### src/rtl/i2c_slave_regfile.sv
// I2C slave fronting a bank of NUM_REGS byte registers with an auto-incrementing
// pointer; the first written byte of a transfer selects the register.
module i2c_slave_regfile #(
   parameter int         FILTER_LEN = 4,
   parameter logic [6:0] DEV_ADDR   = 7'h50,
   parameter int         NUM_REGS   = 8,
   localparam int        PTR_W      = $clog2(NUM_REGS)
) (
   input  logic                  clk,
   input  logic                  rst,
   input  logic                  scl_i,
   output logic                  scl_o,
   output logic                  scl_t,
   input  logic                  sda_i,
   output logic                  sda_o,
   output logic                  sda_t,
   output logic [NUM_REGS*8-1:0] reg_out,
   output logic                  wr_strobe,
   output logic [PTR_W-1:0]      wr_addr,
   output logic                  bus_active
);

   typedef enum logic [2:0] {
      S_IDLE,
      S_ADDR,
      S_ADDR_ACK,
      S_WR_BYTE,
      S_WR_ACK,
      S_RD_BYTE,
      S_RD_ACK,
      S_IGNORE
   } state_t;

   // Index 0 carries SCL, index 1 carries SDA through identical filters so
   // their relative timing is preserved for START/STOP detection.
   logic [1:0] raw_in;
   logic [1:0] filt;
   logic [1:0] filt_d_reg;

   assign raw_in = {sda_i, scl_i};

   genvar gi;
   generate
      for (gi = 0; gi < 2; gi++) begin : g_filt
         logic [1:0]            sync_reg;
         logic [FILTER_LEN-1:0] hist_reg;
         logic                  filt_reg;

         always_ff @(posedge clk or negedge rst) begin
            if (!rst) begin
               sync_reg <= 2'b11;
               hist_reg <= '1;
               filt_reg <= 1'b1;
            end else begin
               sync_reg <= {sync_reg[0], raw_in[gi]};
               hist_reg <= {hist_reg[FILTER_LEN-2:0], sync_reg[1]};
               if (&hist_reg) begin
                  filt_reg <= 1'b1;
               end else if (~|hist_reg) begin
                  filt_reg <= 1'b0;
               end
            end
         end

         assign filt[gi] = filt_reg;
      end
   endgenerate

   logic scl_f, sda_f;
   logic scl_rise, scl_fall, start_det, stop_det;

   assign scl_f     = filt[0];
   assign sda_f     = filt[1];
   assign scl_rise  = scl_f & ~filt_d_reg[0];
   assign scl_fall  = ~scl_f & filt_d_reg[0];
   assign start_det = scl_f & filt_d_reg[0] & filt_d_reg[1] & ~sda_f;
   assign stop_det  = scl_f & filt_d_reg[0] & ~filt_d_reg[1] & sda_f;

   state_t           state_reg, state_next;
   logic [3:0]       cnt_reg, cnt_next;
   logic [7:0]       shift_reg, shift_next;
   logic             first_reg, first_next;
   logic [PTR_W-1:0] ptr_reg, ptr_next;
   logic             sda_t_reg, sda_t_next;
   logic             wr_en;
   logic             wr_strobe_reg;
   logic [PTR_W-1:0] wr_addr_reg;
   logic             bus_active_reg;
   logic [7:0]       rd_byte;

   assign rd_byte = reg_out[{ptr_reg, 3'b000} +: 8];

   generate
      for (gi = 0; gi < NUM_REGS; gi++) begin : g_regs
         logic [7:0] data_reg;

         always_ff @(posedge clk or negedge rst) begin
            if (!rst) begin
               data_reg <= 8'h00;
            end else if (wr_en && ptr_reg == PTR_W'(gi)) begin
               data_reg <= shift_reg;
            end
         end

         assign reg_out[8*gi +: 8] = data_reg;
      end
   endgenerate

   always_ff @(posedge clk or negedge rst) begin
      if (!rst) begin
         filt_d_reg     <= 2'b11;
         state_reg      <= S_IDLE;
         cnt_reg        <= 4'd0;
         shift_reg      <= 8'h00;
         first_reg      <= 1'b0;
         ptr_reg        <= '0;
         sda_t_reg      <= 1'b1;
         wr_strobe_reg  <= 1'b0;
         wr_addr_reg    <= '0;
         bus_active_reg <= 1'b0;
      end else begin
         filt_d_reg    <= filt;
         state_reg     <= state_next;
         cnt_reg       <= cnt_next;
         shift_reg     <= shift_next;
         first_reg     <= first_next;
         ptr_reg       <= ptr_next;
         sda_t_reg     <= sda_t_next;
         wr_strobe_reg <= wr_en;
         if (wr_en) begin
            wr_addr_reg <= ptr_reg;
         end
         if (start_det) begin
            bus_active_reg <= 1'b1;
         end else if (stop_det) begin
            bus_active_reg <= 1'b0;
         end
      end
   end

   always_comb begin
      state_next = state_reg;
      cnt_next   = cnt_reg;
      shift_next = shift_reg;
      first_next = first_reg;
      ptr_next   = ptr_reg;
      sda_t_next = sda_t_reg;
      wr_en      = 1'b0;

      if (start_det) begin
         state_next = S_ADDR;
         cnt_next   = 4'd0;
         first_next = 1'b0;
         sda_t_next = 1'b1;
      end else if (stop_det) begin
         state_next = S_IDLE;
         sda_t_next = 1'b1;
      end else begin
         case (state_reg)
            S_IDLE: ;
            S_ADDR: begin
               if (scl_rise) begin
                  shift_next = {shift_reg[6:0], sda_f};
                  cnt_next   = cnt_reg + 4'd1;
               end else if (scl_fall && cnt_reg == 4'd8) begin
                  if (shift_reg[7:1] == DEV_ADDR) begin
                     state_next = S_ADDR_ACK;
                     sda_t_next = 1'b0;
                  end else begin
                     state_next = S_IGNORE;
                  end
               end
            end
            S_ADDR_ACK: begin
               if (scl_fall) begin
                  cnt_next = 4'd0;
                  if (shift_reg[0]) begin
                     shift_next = rd_byte;
                     sda_t_next = rd_byte[7];
                     state_next = S_RD_BYTE;
                  end else begin
                     sda_t_next = 1'b1;
                     first_next = 1'b1;
                     state_next = S_WR_BYTE;
                  end
               end
            end
            S_WR_BYTE: begin
               if (scl_rise) begin
                  shift_next = {shift_reg[6:0], sda_f};
                  cnt_next   = cnt_reg + 4'd1;
               end else if (scl_fall && cnt_reg == 4'd8) begin
                  sda_t_next = 1'b0;
                  state_next = S_WR_ACK;
                  // First data byte after the address is the register pointer.
                  if (first_reg) begin
                     ptr_next   = shift_reg[PTR_W-1:0];
                     first_next = 1'b0;
                  end else begin
                     wr_en    = 1'b1;
                     ptr_next = ptr_reg + PTR_W'(1);
                  end
               end
            end
            S_WR_ACK: begin
               if (scl_fall) begin
                  sda_t_next = 1'b1;
                  cnt_next   = 4'd0;
                  state_next = S_WR_BYTE;
               end
            end
            S_RD_BYTE: begin
               if (scl_fall) begin
                  if (cnt_reg == 4'd7) begin
                     sda_t_next = 1'b1;
                     ptr_next   = ptr_reg + PTR_W'(1);
                     cnt_next   = 4'd0;
                     state_next = S_RD_ACK;
                  end else begin
                     shift_next = {shift_reg[6:0], 1'b0};
                     sda_t_next = shift_reg[6];
                     cnt_next   = cnt_reg + 4'd1;
                  end
               end
            end
            S_RD_ACK: begin
               if (scl_rise && sda_f) begin
                  state_next = S_IGNORE;
               end else if (scl_fall) begin
                  shift_next = rd_byte;
                  sda_t_next = rd_byte[7];
                  cnt_next   = 4'd0;
                  state_next = S_RD_BYTE;
               end
            end
            S_IGNORE: begin
               sda_t_next = 1'b1;
            end
            default: begin
               state_next = S_IDLE;
               sda_t_next = 1'b1;
            end
         endcase
      end
   end

   assign scl_o      = 1'b0;
   assign scl_t      = 1'b1;
   assign sda_o      = 1'b0;
   assign sda_t      = sda_t_reg;
   assign wr_strobe  = wr_strobe_reg;
   assign wr_addr    = wr_addr_reg;
   assign bus_active = bus_active_reg;

endmodule
### config.mk
export PLATFORM = sky130hd
export DESIGN_NAME = i2c_slave_regfile
export DESIGN_NICKNAME = d
export VERILOG_FILES = /design/src/rtl/i2c_slave_regfile.sv
export SDC_FILE = /design/constraint.sdc
export NUM_CORES = 1
export LEC_CHECK = 0
export ABC_AREA = 1
export CORE_MARGIN = 2
export CORE_UTILIZATION = 49
export CTS_CLUSTER_SIZE = 24
export DETAILED_ROUTE_END_ITERATION = 10
export GPL_ROUTABILITY_DRIVEN = 0
export PLACE_DENSITY_LB_ADDON = 0.08
export SLEW_MARGIN = 20
export SYNTH_ARGS = -nofsm -noshare
export SYNTH_HDL_FRONTEND = slang
export SYNTH_SLANG_ARGS = --single-unit
### constraint.sdc
create_clock -name clk -period 2.1 [get_ports clk]
set_clock_uncertainty 0.2 [all_clocks]
set_input_delay 0.63 -clock clk [delete_from_list [all_inputs] [get_ports clk]]
set_output_delay 0.63 -clock clk [all_outputs]
set_load 0.005 [all_outputs]
==> results.sh <==
export IMPL_status="finished, violations left"
export IMPL_failed_checks="negative setup slack"
export IMPL_max_freq_mhz=476
export IMPL_nets=810
export IMPL_utilization_pct=74.2
export IMPL_required_ns=2.17
export IMPL_synth_cell_types=31
export IMPL_drc=0
export IMPL_r2r_cells=12
export IMPL_grt_usage_pct=28.2
export IMPL_yosysMostFrequentCell="nand2_1"
export IMPL_end_kind="register"
export IMPL_h_tree_depth=3
export IMPL_multi_input_area_um2=2220
export IMPL_tns_ns=-0.00122
export IMPL_p_sw_mw=2.30
export IMPL_cts_buffer_depth=2
export IMPL_drt_pass1_iter_count=5
export IMPL_syn_area_um2=4990
export IMPL_endpoint="g_regs[5].data_reg[1]$_DFFE_PN0P_"
export IMPL_fin_ws_ns=-0.00122
export IMPL_syn_area_per_cell_um2=8.22
export IMPL_peakVddDrop_mv=0.439
export IMPL_synthFlopType="dfrtp_1"
export IMPL_critPathKind="register to register"
export IMPL_yosysTopAreaCellShare_pct=44.1
export IMPL_use_met1_pct=38.4
export IMPL_timing_rr_start="cnt_reg[1]$_DFFE_PN0P_"
export IMPL_p_per_area_nw_per_um2=814
export IMPL_timing_critical_path_buf_inv=5
export IMPL_synth_edf_count=0
export IMPL_path_max_fanout=8
export IMPL_dieArea_um2=11000
export IMPL_vias=5157
export IMPL_tightest_slew_ns=0.601
export IMPL_r2r_end="g_regs[5].data_reg[1]$_DFFE_PN0P_"
export IMPL_grt_pass1_vias=4937
export IMPL_clk_pin_slew_ns=0.11
export IMPL_die_w_um=105
export IMPL_intPower_mw=3.64
export IMPL_core_area_um2=9820
export IMPL_globalRouteMet3Util_pct=6.05
export IMPL_synthTopCellsByArea="dfrtp_1 (44%), o21ai_0 (12%), nand2_1 (11%), dfstp_2 (8.9%), nand3_1 (4.4%)"
export IMPL_cts_buffers=9
export IMPL_antenna_found_initial=0
export IMPL_grt_pass1_wl_um=24400
export IMPL_hold_viol=0
export IMPL_placement_rows=36
export IMPL_portBuffers=73
export IMPL_diodes=0
export IMPL_num_io_pins=77
export IMPL_die_h_um=105
export IMPL_grt_max_degree=60
export IMPL_largest_reg_flops=64
export IMPL_ys_ff_latch=105
export IMPL_cp_slowest_cell="dfrtp_1"
export IMPL_fillers=759
export IMPL_slew_headroom_pct=59.5
export IMPL_routed_wirelength_um=16400
export IMPL_cts_tree="done"
export IMPL_slowest_delay_ns=0.43
export IMPL_worstHoldPathType="primary input to async pin"
export IMPL_syn_inst=607
export IMPL_ant_nets=0
export IMPL_drive_above_1_share_pct=26.7
export IMPL_clk_latency_ns=0.39
export IMPL_area_growth_pct=45.9
export IMPL_synth_top_cell_by_area="dfrtp_1"
export IMPL_cts_sinks=105
export IMPL_critPathLaunch="cnt_reg[1]$_DFFE_PN0P_"
export IMPL_yosys_top_cells_count="nand2_1 (146), o21ai_0 (117), dfrtp_1 (88), nor2_1 (54)"
export IMPL_p_leak_nw=3.96
export IMPL_crit_arrival_ns=2.17
export IMPL_ff2ff_setup_slack_ns=-0.001
export IMPL_grtUsageMet2_pct=44.8
export IMPL_root_buffer="clkbuf_8"
export IMPL_min_period_ns=2.10
export IMPL_rsz0062_at_grt="yes"
export IMPL_gr_max_usage_layer="met2"
export IMPL_drv_cap=0
export IMPL_critical_path_top_delay_family="buffers and inverters"
export IMPL_seqPwrFrac_pct=39.3
export IMPL_seq_area_frac_synth_pct=53.1
export IMPL_ctsHoldBuffers=0
export IMPL_clock_power_share_pct=20.3
export IMPL_synth_async_reset_ratio_pct=100
export IMPL_switching_share_pct=38.7
export IMPL_p_comb_share_pct=40.3
export IMPL_setup_viol=1
export IMPL_slew_viol_final=0
export IMPL_critical_path_cell_chain="inv_2 > ha_4 > nand3_4 > nor2_4 > inv_2 > nor3_4 > buf_6 > clkbuf_16 > nand3_4 > buf_6 > nand2_1 > o21ai_1"
export IMPL_drt_vias_per_instance=5.51
export IMPL_crit_cells=12
export IMPL_drtIter0Drc=450
export IMPL_dp_hpwl_um=9970
export IMPL_cp_start_kind="register"
export IMPL_ff_latch_area_um2=2650
export IMPL_finalCritPeriodShare_pct=100
export IMPL_wl_per_cell_um=17.5
export IMPL_yosysWarnings=0
export IMPL_grt_overflow=0
export IMPL_initial_utilization_pct=50.8
[worst min-delay path by stage]
stage                                    startpoint                           endpoint  slack, ns  cells past startpoint
floorplan                                       rst             bus_active$_DFFE_PN0P_       0.13                      0
global placement    g_filt[0].sync_reg[1]$_DFF_PN1_    g_filt[0].hist_reg[0]$_DFF_PN1_       0.15                      0
detailed placement  g_filt[1].sync_reg[1]$_DFF_PN1_    g_filt[1].hist_reg[0]$_DFF_PN1_       0.15                      0
CTS                                             rst  g_regs[4].data_reg[2]$_DFFE_PN0P_       0.02                      2
global route                                    rst  g_regs[4].data_reg[3]$_DFFE_PN0P_       0.03                      2
finish                                          rst  g_regs[7].data_reg[1]$_DFFE_PN0P_       0.02                      2
[power by group through the flow]
stage,clock network (mW),logic (mW),registers (mW)
2_1_floorplan,0,1.19,2.31
3_3_place_gp,0,1.99,2.35
3_5_place_dp,0,2.03,2.36
4_1_cts,1.22,2.04,2.32
5_1_grt,1.30,2.62,2.36
6_report,1.21,2.39,2.33
[logic make-up (layout without fill, tap and decap cells)]
| family | Yosys count | in the layout | synth area share (%) |
|---|---|---|---|
| fa+ha+maj | 8 | 8 | 2.01 |
| mux | 1 | 1 | 0.226 |
| xor+xnor | 1 | 1 | 0.176 |
| flops | 105 | 105 | 53.1 |
| compound gates | 152 | 152 | 16.2 |
| other cells | 2 | 3 | 0.150 |
| buf+inv | 78 | 273 | 6.57 |
| simple gates | 260 | 260 | 21.6 |
[area by class of cell]
class	count	area share (%)
clock inverter	5	0.601
inverter	46	2.37
tap	133	2.28
clock buffer	11	1.80
timing repair buffer	211	26.0
multi-input combinational	425	30.5
sequential	105	36.4
[through the flow]
stage | setup WS [ns] | total power [mW] | hold slack (ns) | std cells | instance area, um2
4_1_cts | 0.00167 | 5.58 | 0.0237 | 912 | 6780
3_5_place_dp | -0.228 | 4.39 | 0.149 | 847 | 6280
6_report | -0.00122 | 5.93 | 0.0246 | 936 | 7280
2_1_floorplan | 0.0890 | 3.50 | 0.134 | 608 | 4990
3_3_place_gp | -0.116 | 4.34 | 0.146 | 847 | 6280
5_1_grt | -0.0689 | 6.28 | 0.0276 | 936 | 7280
[routing by layer]
layer | part of all wire (%) | up-vias
li1 | - | 2387
met1 | 42 | 2450
met2 | 48 | 283
met3 | 8.3 | 37
met4 | 2.4 | 0
met5 | 0 | -
[what timing repair did]
| action | CTS | global route |
|---|---|---|
| buffers inserted | 49 | 16 |
| hold endpoints to repair | 0 | 0 |
| gates resized for setup | 48 | 139 |
| endpoints found under the setup margin | 117 | 95 |
| cloned | 0 | 8 |
| pin swaps | 0 | 6 |
[cells in the final DEF, fill, tap and decap left out, types with 5 or more instances in the layout]
cell / Yosys / layout
nand3_4: 0 / 6
buf_4: 5 / 117
dlygate4sd2_1: 0 / 45
o21ai_1: 5 / 43
clkbuf_8: 0 / 9
dfstp_2: 17 / 17
inv_1: 44 / 41
o211ai_1: 15 / 15
nand3_1: 44 / 36
buf_6: 1 / 14
nor2_1: 54 / 52
a21oi_1: 9 / 9
dfrtp_1: 88 / 86
ha_1: 8 / 7
clkdlybuf4s50_1: 0 / 8
o21ai_2: 0 / 5
nand4_1: 6 / 6
nand2_2: 1 / 16
buf_12: 0 / 5
o21ai_0: 117 / 74
dlymetal6s2s_1: 0 / 19
nand2_1: 146 / 129
(Power assumes the default switching activity.)
